`src/rtl/lcd_window_scheduler.sv`:
```
// Arbitrates tracker (A) and manual pad (B) moves of the capture window centre.
// Grant one cycle after request; commit on the first frame edge after the grant.
module lcd_window_scheduler #(
  parameter logic [11:0] H_OFF  = 12'd200,
  parameter logic [11:0] V_OFF  = 12'd200,
  parameter logic [11:0] H_MAX  = 12'd800,
  parameter logic [11:0] V_MAX  = 12'd480,
  parameter logic [11:0] H_INIT = 12'd450,
  parameter logic [11:0] V_INIT = 12'd250,
  parameter logic [11:0] STEP   = 12'd4
) (
  input  logic        CLK,
  input  logic        RESET,
  input  logic        VS,
  input  logic        REQ_A,
  input  logic [11:0] A_H,
  input  logic [11:0] A_V,
  output logic        GNT_A,
  input  logic        REQ_B,
  input  logic [3:0]  B_DIR,
  output logic        GNT_B,
  output logic [11:0] H_CEN,
  output logic [11:0] V_CEN,
  output logic        UPD,
  output logic        PEND
);

  localparam logic signed [12:0] H_LO   = $signed({1'b0, H_OFF >> 1});
  localparam logic signed [12:0] H_HI   = $signed({1'b0, H_MAX - (H_OFF >> 1)});
  localparam logic signed [12:0] V_LO   = $signed({1'b0, V_OFF >> 1});
  localparam logic signed [12:0] V_HI   = $signed({1'b0, V_MAX - (V_OFF >> 1)});
  localparam logic signed [12:0] STEP_S = $signed({1'b0, STEP});

  typedef enum logic {S_IDLE, S_WAIT} state_t;

  state_t      state_q, state_d;
  logic        rr_q, rr_d;
  logic        rvs_q;
  logic        gnt_a_q, gnt_a_d;
  logic        gnt_b_q, gnt_b_d;
  logic        upd_q, upd_d;
  logic        pend_q, pend_d;
  logic [11:0] h_cen_q, h_cen_d;
  logic [11:0] v_cen_q, v_cen_d;
  logic [11:0] tgt_h_q, tgt_h_d;
  logic [11:0] tgt_v_q, tgt_v_d;

  logic              vs_rise;
  logic              any_req;
  logic              pick_a;
  logic              commit;
  logic signed [12:0] b_h, b_v;
  logic [11:0]       a_h_cl, a_v_cl, b_h_cl, b_v_cl;

  function automatic logic [11:0] clamp(input logic signed [12:0] v,
                                        input logic signed [12:0] lo,
                                        input logic signed [12:0] hi);
    logic signed [12:0] r;
    if (v < lo)      r = lo;
    else if (v > hi) r = hi;
    else             r = v;
    return r[11:0];
  endfunction

  assign vs_rise = VS & ~rvs_q;
  assign any_req = REQ_A | REQ_B;
  // rr_q set means A was granted last, so B wins a tie.
  assign pick_a  = REQ_A & (~REQ_B | ~rr_q);
  // A frame edge landing on the grant cycle belongs to the frame the move was granted in.
  assign commit  = (state_q == S_WAIT) & vs_rise & ~gnt_a_q & ~gnt_b_q;

  // B steps are taken from the committed centre; opposing directions cancel.
  always_comb begin
    b_h = $signed({1'b0, h_cen_q});
    b_v = $signed({1'b0, v_cen_q});
    if (B_DIR[1] & ~B_DIR[0]) b_h = b_h - STEP_S;
    if (B_DIR[0] & ~B_DIR[1]) b_h = b_h + STEP_S;
    if (B_DIR[3] & ~B_DIR[2]) b_v = b_v - STEP_S;
    if (B_DIR[2] & ~B_DIR[3]) b_v = b_v + STEP_S;
  end

  assign a_h_cl = clamp($signed({1'b0, A_H}), H_LO, H_HI);
  assign a_v_cl = clamp($signed({1'b0, A_V}), V_LO, V_HI);
  assign b_h_cl = clamp(b_h, H_LO, H_HI);
  assign b_v_cl = clamp(b_v, V_LO, V_HI);

  always_ff @(posedge CLK) begin
    if (RESET) begin
      state_q <= S_IDLE;
      rr_q    <= 1'b0;
      rvs_q   <= 1'b0;
      gnt_a_q <= 1'b0;
      gnt_b_q <= 1'b0;
      upd_q   <= 1'b0;
      pend_q  <= 1'b0;
      h_cen_q <= H_INIT;
      v_cen_q <= V_INIT;
      tgt_h_q <= H_INIT;
      tgt_v_q <= V_INIT;
    end else begin
      state_q <= state_d;
      rr_q    <= rr_d;
      rvs_q   <= VS;
      gnt_a_q <= gnt_a_d;
      gnt_b_q <= gnt_b_d;
      upd_q   <= upd_d;
      pend_q  <= pend_d;
      h_cen_q <= h_cen_d;
      v_cen_q <= v_cen_d;
      tgt_h_q <= tgt_h_d;
      tgt_v_q <= tgt_v_d;
    end
  end

  always_comb begin
    state_d = state_q;
    case (state_q)
      S_IDLE:  if (any_req) state_d = S_WAIT;
      S_WAIT:  if (commit)  state_d = S_IDLE;
      default: state_d = S_IDLE;
    endcase
  end

  always_comb begin
    gnt_a_d = 1'b0;
    gnt_b_d = 1'b0;
    upd_d   = 1'b0;
    rr_d    = rr_q;
    tgt_h_d = tgt_h_q;
    tgt_v_d = tgt_v_q;
    h_cen_d = h_cen_q;
    v_cen_d = v_cen_q;
    if (state_q == S_IDLE && any_req) begin
      if (pick_a) begin
        gnt_a_d = 1'b1;
        rr_d    = 1'b1;
        tgt_h_d = a_h_cl;
        tgt_v_d = a_v_cl;
      end else begin
        gnt_b_d = 1'b1;
        rr_d    = 1'b0;
        tgt_h_d = b_h_cl;
        tgt_v_d = b_v_cl;
      end
    end
    if (commit) begin
      upd_d   = 1'b1;
      h_cen_d = tgt_h_q;
      v_cen_d = tgt_v_q;
    end
    pend_d = (state_d == S_WAIT);
  end

  assign GNT_A = gnt_a_q;
  assign GNT_B = gnt_b_q;
  assign UPD   = upd_q;
  assign PEND  = pend_q;
  assign H_CEN = h_cen_q;
  assign V_CEN = v_cen_q;

endmodule

```
`config.mk`:
```
export PLATFORM = sky130hd
export DESIGN_NAME = lcd_window_scheduler
export DESIGN_NICKNAME = d
export VERILOG_FILES = /design/src/rtl/lcd_window_scheduler.sv
export SDC_FILE = /design/constraint.sdc
export NUM_CORES = 1
export LEC_CHECK = 0
export ABC_AREA = 1
export CORE_MARGIN = 3
export CORE_UTILIZATION = 30
export DETAILED_ROUTE_END_ITERATION = 7
export MAX_ROUTING_LAYER = met4
export PLACE_DENSITY = 0.47
export SYNTH_ARGS = -nofsm -noshare
export SYNTH_HDL_FRONTEND = slang
export SYNTH_SLANG_ARGS = --single-unit
```
`constraint.sdc`:
```
create_clock -name CLK -period 5.76 [get_ports CLK]
set_clock_uncertainty 0.2 [all_clocks]
set_input_delay 1.152 -clock CLK [delete_from_list [all_inputs] [get_ports CLK]]
set_output_delay 1.152 -clock CLK [all_outputs]
set_load 0.05 [all_outputs]
```
==> results.py, run 1 <==
metrics = {
    "logic_synthesis": {
        "syn_avg_cell_area_sq_um": 6.18,
        "ys_seq_area_share_pct": 29.4,
        "syn_nets": 633,
        "yosys_warnings": 0,
        "synth_cells": 596,
        "synth_seq_cells": 54,
        "yosysUniqueCellTypes": 36,
        "synthesis.area_sq_um": 3680,
    },
    "critical_path": {
        "endpoint_kind": "register",
        "start_kind": "primary input",
        "worst-setup-path-type": "primary input to register",
        "reg2reg_depth": 17,
        "cp.required_ns": 5.69,
        "arrival_ns": 3.75,
        "r2r_end": "tgt_v_q[2]",
        "crit_end": "tgt_v_q[2]",
        "crit_fanout": 6,
        "r2r_setup_slack_ns": 2.67,
        "worstReg2RegStart": "V_CEN[2]",
        "startpoint": "B_DIR[2]",
    },
    "clock_network": {
        "clk_latency_ns": 0.29,
        "cts-htree-levels": 2,
        "clockBufferDepth": 2,
        "cts_hold_buf": 0,
        "path_clk_slew_ns": 0.07,
        "cts_tree": "done",
        "clockRootBuffer": "clkbuf_16",
        "clock_sinks": 54,
        "ctsResizeCount": 0,
        "cts_buffers": 5,
        "cts_setup_buffers": 0,
    },
    "timing": {
        "max_freq_mhz": 262,
        "rsz0062_at_grt": "no",
        "fin_tns_setup_ns": 0,
        "worst_pin_slew_ns": 0.992,
        "fin_crit_sh_pct": 66.3,
        "finalSetupViolCount": 0,
        "maxSlewViolCount": 0,
        "min_period_ns": 3.82,
        "whs_ns": 0.242,
        "slew_headroom_pct": 33.8,
        "hold_viol": 0,
    },
    "route": {
        "routedWlPerCell_um": 13.4,
        "drc": 0,
        "firstDrtPassIters": 4,
        "route.detailed.vias_per_inst": 4.78,
        "drt_wl_total_mm": 10.7,
        "ant_nets": 0,
        "vias": 3803,
        "drtIter0Drc": 169,
    },
    "min_path": {
        "hold_class": "register to register",
        "hp-start": "tgt_h_q[10]",
    },
    "floorplanning": {
        "io-pin-count": 61,
        "start_util_pct": 31.4,
        "fp.dieW_um": 117,
        "die_height_um": 117,
        "core_sq_um": 11700,
        "dieArea_sq_um": 13600,
        "rows": 39,
    },
    "place": {
        "gp_congestion": 0.845,
        "place_area_sq_um": 4430,
        "post-dp-hpwl_mm": 8.26,
        "io_buffer_count": 60,
    },
    "power": {
        "cellPowerDensity_nw_per_um2": 252,
        "leakagePower_nw": 2.10,
        "clkPwrFrac_pct": 27.4,
        "power.internal_w": 0.000719,
        "sw_frac_of_total_pct": 37.6,
        "switching_power_w": 0.000434,
        "comb_power_share_pct": 34.1,
        "peakVddDrop_mv": 0.134,
        "seq_power_share_pct": 38.5,
    },
    "grt": {
        "grt_pass1_vias": 3521,
        "grt_antenna_before_repair": 0,
        "track_usage_pct": 16.7,
        "grt_max_degree": 33,
        "grt_pass1_wl_mm": 17.6,
        "gr-total-overflow": 0,
    },
    "layout": {
        "nFillCells": 1274,
        "final_core_util_pct": 39.2,
        "drive_above_1_share_pct": 10.1,
        "seqCellArea_sq_um": 1080,
        "layout_commonest_cell": "nand2_1",
        "multi_input_area_sq_um": 2260,
        "antennaDiodeCount": 0,
        "design_area_sq_um": 4590,
        "final_cell_mix": "nand2_1, inv_1, clkdlybuf4s50_1",
        "nets": 689,
        "area_growth_pct": 24.6,
    },
    "flow_run": {
        "cap_violations": 0,
    },
    "status": {
        "status": "completed",
    },
}
==> Yosys cell counts <==
| master | n | share of area (%) |
|---|---|---|
| nand3_4 | 1 | 0.48 |
| nand3b_1 | 4 | 0.82 |
| a21oi_1 | 38 | 5.2 |
| o22ai_1 | 1 | 0.17 |
| nand3_2 | 7 | 1.9 |
| nor4_2 | 1 | 0.34 |
| a31o_2 | 1 | 0.24 |
| o41ai_1 | 2 | 0.48 |
| o31ai_1 | 1 | 0.20 |
| nor3_1 | 5 | 0.68 |
| ha_1 | 4 | 1.4 |
| o311ai_0 | 2 | 0.48 |
| nand4_1 | 18 | 3.1 |
| o211ai_1 | 9 | 1.8 |
| inv_1 | 69 | 7.0 |
| inv_2 | 7 | 0.71 |
| o21ai_0 | 32 | 4.4 |
| inv_4 | 1 | 0.17 |
| nor2_2 | 7 | 1.2 |
| nand3_1 | 36 | 4.9 |
| o21ai_1 | 8 | 1.1 |
| nand2_4 | 4 | 1.2 |
| xor2_2 | 1 | 0.44 |
| clkinv_1 | 1 | 0.10 |
| nor2_1 | 58 | 5.9 |
| o21bai_1 | 1 | 0.20 |
| or2_2 | 5 | 0.85 |
| nand2_1 | 179 | 18 |
| nor2_4 | 9 | 2.8 |
| a31oi_1 | 2 | 0.34 |
| dfxtp_1 | 54 | 29 |
| clkbuf_1 | 12 | 1.2 |
| or2_1 | 1 | 0.17 |
| nand2_2 | 13 | 2.2 |
| buf_2 | 1 | 0.14 |
| and3_1 | 1 | 0.17 |
==> area by class of cell <==
type,count,share of cell area (%)
Multi-Input combinational cell,451,49.4
Sequential cell,54,23.6
Timing Repair Buffer,62,13.4
Inverter,78,6.44
Tap cell,143,3.90
Clock buffer,7,3.11
Clock inverter,1,0.191
==> kinds of logic after synthesis <==
family	Yosys count	synth area share (%)
and+or+nand+nor	349	44.9
AOI/OAI and AO/OA	97	14.5
buffers and inverters	91	9.38
DFF	54	29.4
adders and majority gates	4	1.36
xor gates and xnor gates	1	0.442
==> worst min path at each step <==
| stage | end | slack (ns) | cells past startpoint |
|---|---|---|---|
| after floorplan | tgt_h_q[10] | 0.22 | 2 |
| after global placement | tgt_h_q[10] | 0.22 | 2 |
| after detailed placement | tgt_h_q[10] | 0.23 | 2 |
| after CTS | tgt_h_q[10] | 0.24 | 2 |
| after global routing | tgt_h_q[10] | 0.25 | 2 |
| final | tgt_h_q[10] | 0.24 | 2 |
==> worst max-delay path, cell delays in order <==
cell             delay (ns)
clkdlybuf4s50_1        0.59
inv_2                  0.11
nand2_4                0.12
nand2_1                0.06
o21ai_1                0.13
ha_1                   0.21
nand4_1                0.14
inv_1                  0.14
nand3_2                0.10
nor2_2                 0.18
nand2_2                0.07
nand2_1                0.07
nand2_2                0.06
nor2_4                 0.14
nand2_1                0.07
nor2_1                 0.09
nand4_1                0.10
nand2_1                0.14
a21oi_1                0.07
==> layer usage <==
metal / GRT usage [%] / wire length (um)
met4: 3.13 / 103
met3: 2.21 / 491
met2: 23.5 / 4260
met1: 25.4 / 5800
met5: - / 0
==> power by group through the flow <==
stage	Sequential, W	Clock (W)	Combinational, W
2_1_floorplan	0.000501	0	0.000215
3_3_place_gp	0.000453	0	0.000396
3_5_place_dp	0.000453	0	0.000396
4_1_cts	0.000444	0.000324	0.000398
5_1_grt	0.000450	0.000336	0.000443
6_report	0.000444	0.000316	0.000393
==> per-stage QoR <==
stage	cells	worst slack, ns	total power [W]
finish	796	1.94	0.00115
global route	796	1.61	0.00123
global placement	788	1.64	0.000849
CTS	796	1.95	0.00117
floorplan	596	2.55	0.000716
detailed placement	788	1.64	0.000848
==> registers in the layout, indices dropped and copies added (netlist names) <==
register and count:
tgt_v_q 12, tgt_h_q 12, rvs_q 1, PEND 1
GNT_B 1, rr_q 1, V_CEN 12, GNT_A 1
H_CEN 12, UPD 1
No activity file was read; power rests on OpenSTA's default activity.
==> inputs of run 2 (changes only) <==
- PLACE_DENSITY: 0.47 -> 0.49
- clock period: 5.76 -> 3.5 ns (I/O delays scaled with it)
==> results.py, run 2 (synthesis results as in run 1) <==
metrics = {
    "clock_network": {
        "clock_sinks": 54,
        "cts_tree": "done",
        "cts_setup_buffers": 0,
        "ctsResizeCount": 0,
        "cts-htree-levels": 2,
        "cts_hold_buf": 0,
        "path_clk_slew_ns": 0.07,
        "cts_buffers": 5,
        "clockBufferDepth": 2,
        "clk_latency_ns": 0.29,
        "clockRootBuffer": "clkbuf_16",
    },
    "layout": {
        "antennaDiodeCount": 0,
        "area_growth_pct": 26.9,
        "design_area_sq_um": 4670,
        "drive_above_1_share_pct": 11.3,
        "final_cell_mix": "nand2_1, inv_1, clkdlybuf4s50_1",
        "nFillCells": 1270,
        "layout.cells.non_filler": 804,
        "layout_commonest_cell": "nand2_1",
        "nets": 698,
    },
    "floorplanning": {
        "core_sq_um": 11700,
        "dieArea_sq_um": 13600,
        "fp.dieW_um": 117,
        "die_height_um": 117,
        "io-pin-count": 61,
        "start_util_pct": 31.4,
        "rows": 39,
    },
    "critical_path": {
        "slowest_delay_ns": 0.54,
        "worstReg2RegStart": "V_CEN[2]",
        "crit_chain": "clkdlybuf4s50_1, inv_2, nor2_4, nor2_1, nor2_1, inv_1, ha_1, nand4_1, inv_1, nand2_1, nor2_2, nand4_1, nor2_1, nor2_1, nand2_1, nor2_4, nand3_1, nand2_1, a21oi_1",
        "crit_fanout": 10,
        "critPathSlowestCell": "clkdlybuf4s50_1",
        "start_kind": "primary input",
        "r2r_end": "tgt_v_q[4]",
        "r2r_setup_slack_ns": 0.50,
        "reg2reg_depth": 19,
        "endpoint_kind": "register",
        "arrival_ns": 3.17,
        "cp.required_ns": 3.47,
        "worst-setup-path-type": "primary input to register",
        "critPathMostFrequentCell": "nor2_1",
    },
    "min_path": {
        "min_path_cells": 2,
        "hp-start": "tgt_h_q[10]",
        "hold-path-endpoint": "tgt_h_q[10]",
        "hold_class": "register to register",
    },
    "route": {
        "ant_nets": 0,
        "firstDrtPassIters": 4,
        "drt_wl_total_mm": 10.5,
        "route.detailed.vias_per_inst": 4.77,
        "drtIter0Drc": 152,
        "vias": 3835,
        "routedWlPerCell_um": 13.0,
        "drc": 0,
    },
    "grt": {
        "grt_antenna_before_repair": 0,
        "grt_max_degree": 27,
        "track_usage_pct": 16.2,
        "grt_pass1_wl_mm": 17.2,
        "gr-total-overflow": 0,
        "grt_pass1_vias": 3585,
    },
    "timing": {
        "finalSetupViolCount": 0,
        "fin_ws_ns": 0.298,
        "fin_crit_sh_pct": 91.5,
        "maxSlewViolCount": 0,
        "hold_viol": 0,
        "worst_pin_slew_ns": 0.818,
        "rsz0062_at_grt": "no",
        "max_freq_mhz": 312,
        "min_period_ns": 3.20,
        "slew_headroom_pct": 45.4,
        "fin_tns_setup_ns": 0,
    },
    "place": {
        "place_inst": 797,
        "place_area_sq_um": 4500,
        "dp_slack_ns": 0.0310,
        "io_buffer_count": 60,
        "post-dp-hpwl_mm": 8.34,
        "gp_congestion": 0.885,
    },
    "status": {
        "status": "completed",
    },
    "power": {
        "cellPowerDensity_nw_per_um2": 419,
        "leakagePower_nw": 2.15,
        "power_w": 0.00196,
        "peakVddDrop_mv": 0.204,
    },
    "flow_run": {
        "cap_violations": 0,
    },
}
run 2: final cells by class:
cell class                 count  area, sq um  area share, %
sequential                    54         1080           23.1
timing repair buffer          71          683           14.6
multi-input combinational    451         2260           48.5
clock inverter                 1         30.0          0.643
inverter                      78          295           6.32
clock buffer                   6          139           2.97
tap                          143          179           3.83
run 2: report_power, final:
group          internal (W)  total, W  switching, W  leakage, nW
logic              0.000228  0.000656      0.000428         1.63
registers          0.000677  0.000732     0.0000551        0.444
clock network      0.000353  0.000571      0.000218       0.0829
total               0.00126   0.00196      0.000700         2.15
run 2: worst max path at each step:
stage | start | depth (start not counted) | slack, ns | end
after global routing | B_DIR[1] | 19 | 0.05 | tgt_h_q[5]
after CTS | B_DIR[1] | 19 | 0.32 | tgt_h_q[5]
final | B_DIR[1] | 19 | 0.30 | tgt_h_q[2]
after detailed placement | B_DIR[1] | 19 | 0.03 | tgt_h_q[5]
after global placement | B_DIR[2] | 19 | 0.06 | tgt_v_q[4]
after floorplan | V_CEN[2] | 19 | 0.44 | tgt_v_q[3]
run 2: metal layers:
layer | wire [um] | share of wire [%] | vias up | GRT usage (%)
met2 | 4260 | 41 | 72 | 23.9
met3 | 386 | 3.7 | 5 | 2.31
li1 | - | - | 2061 | -
met5 | 0 | 0 | - | -
met4 | 69 | 0.66 | 0 | 2.75
met1 | 5770 | 55 | 1697 | 23.8
run 2: through the flow:
| step | hold WS (ns) | utilization, % |
|---|---|---|
| 2_1_floorplan | 0.216 | - |
| 3_3_place_gp | 0.225 | 38.4 |
| 5_1_grt | 0.246 | 39.9 |
| 3_5_place_dp | 0.227 | 38.4 |
| 4_1_cts | 0.239 | 39.9 |
| 6_report | 0.237 | 39.9 |
run 2: worst max-delay path: cells and delay by family:
family,cells,cell delay (ns)
and+or+nand+nor,13,1.48
AOI/OAI and AO/OA,1,0.05
buffers and inverters,4,0.74
adders and majority gates,1,0.20
==> inputs of run 3 (changes only) <==
- CTS_CLUSTER_SIZE: not set -> 16
==> results of run 3 <==
Same layout as run 2: the final DEF is identical, and so are final timing and power.
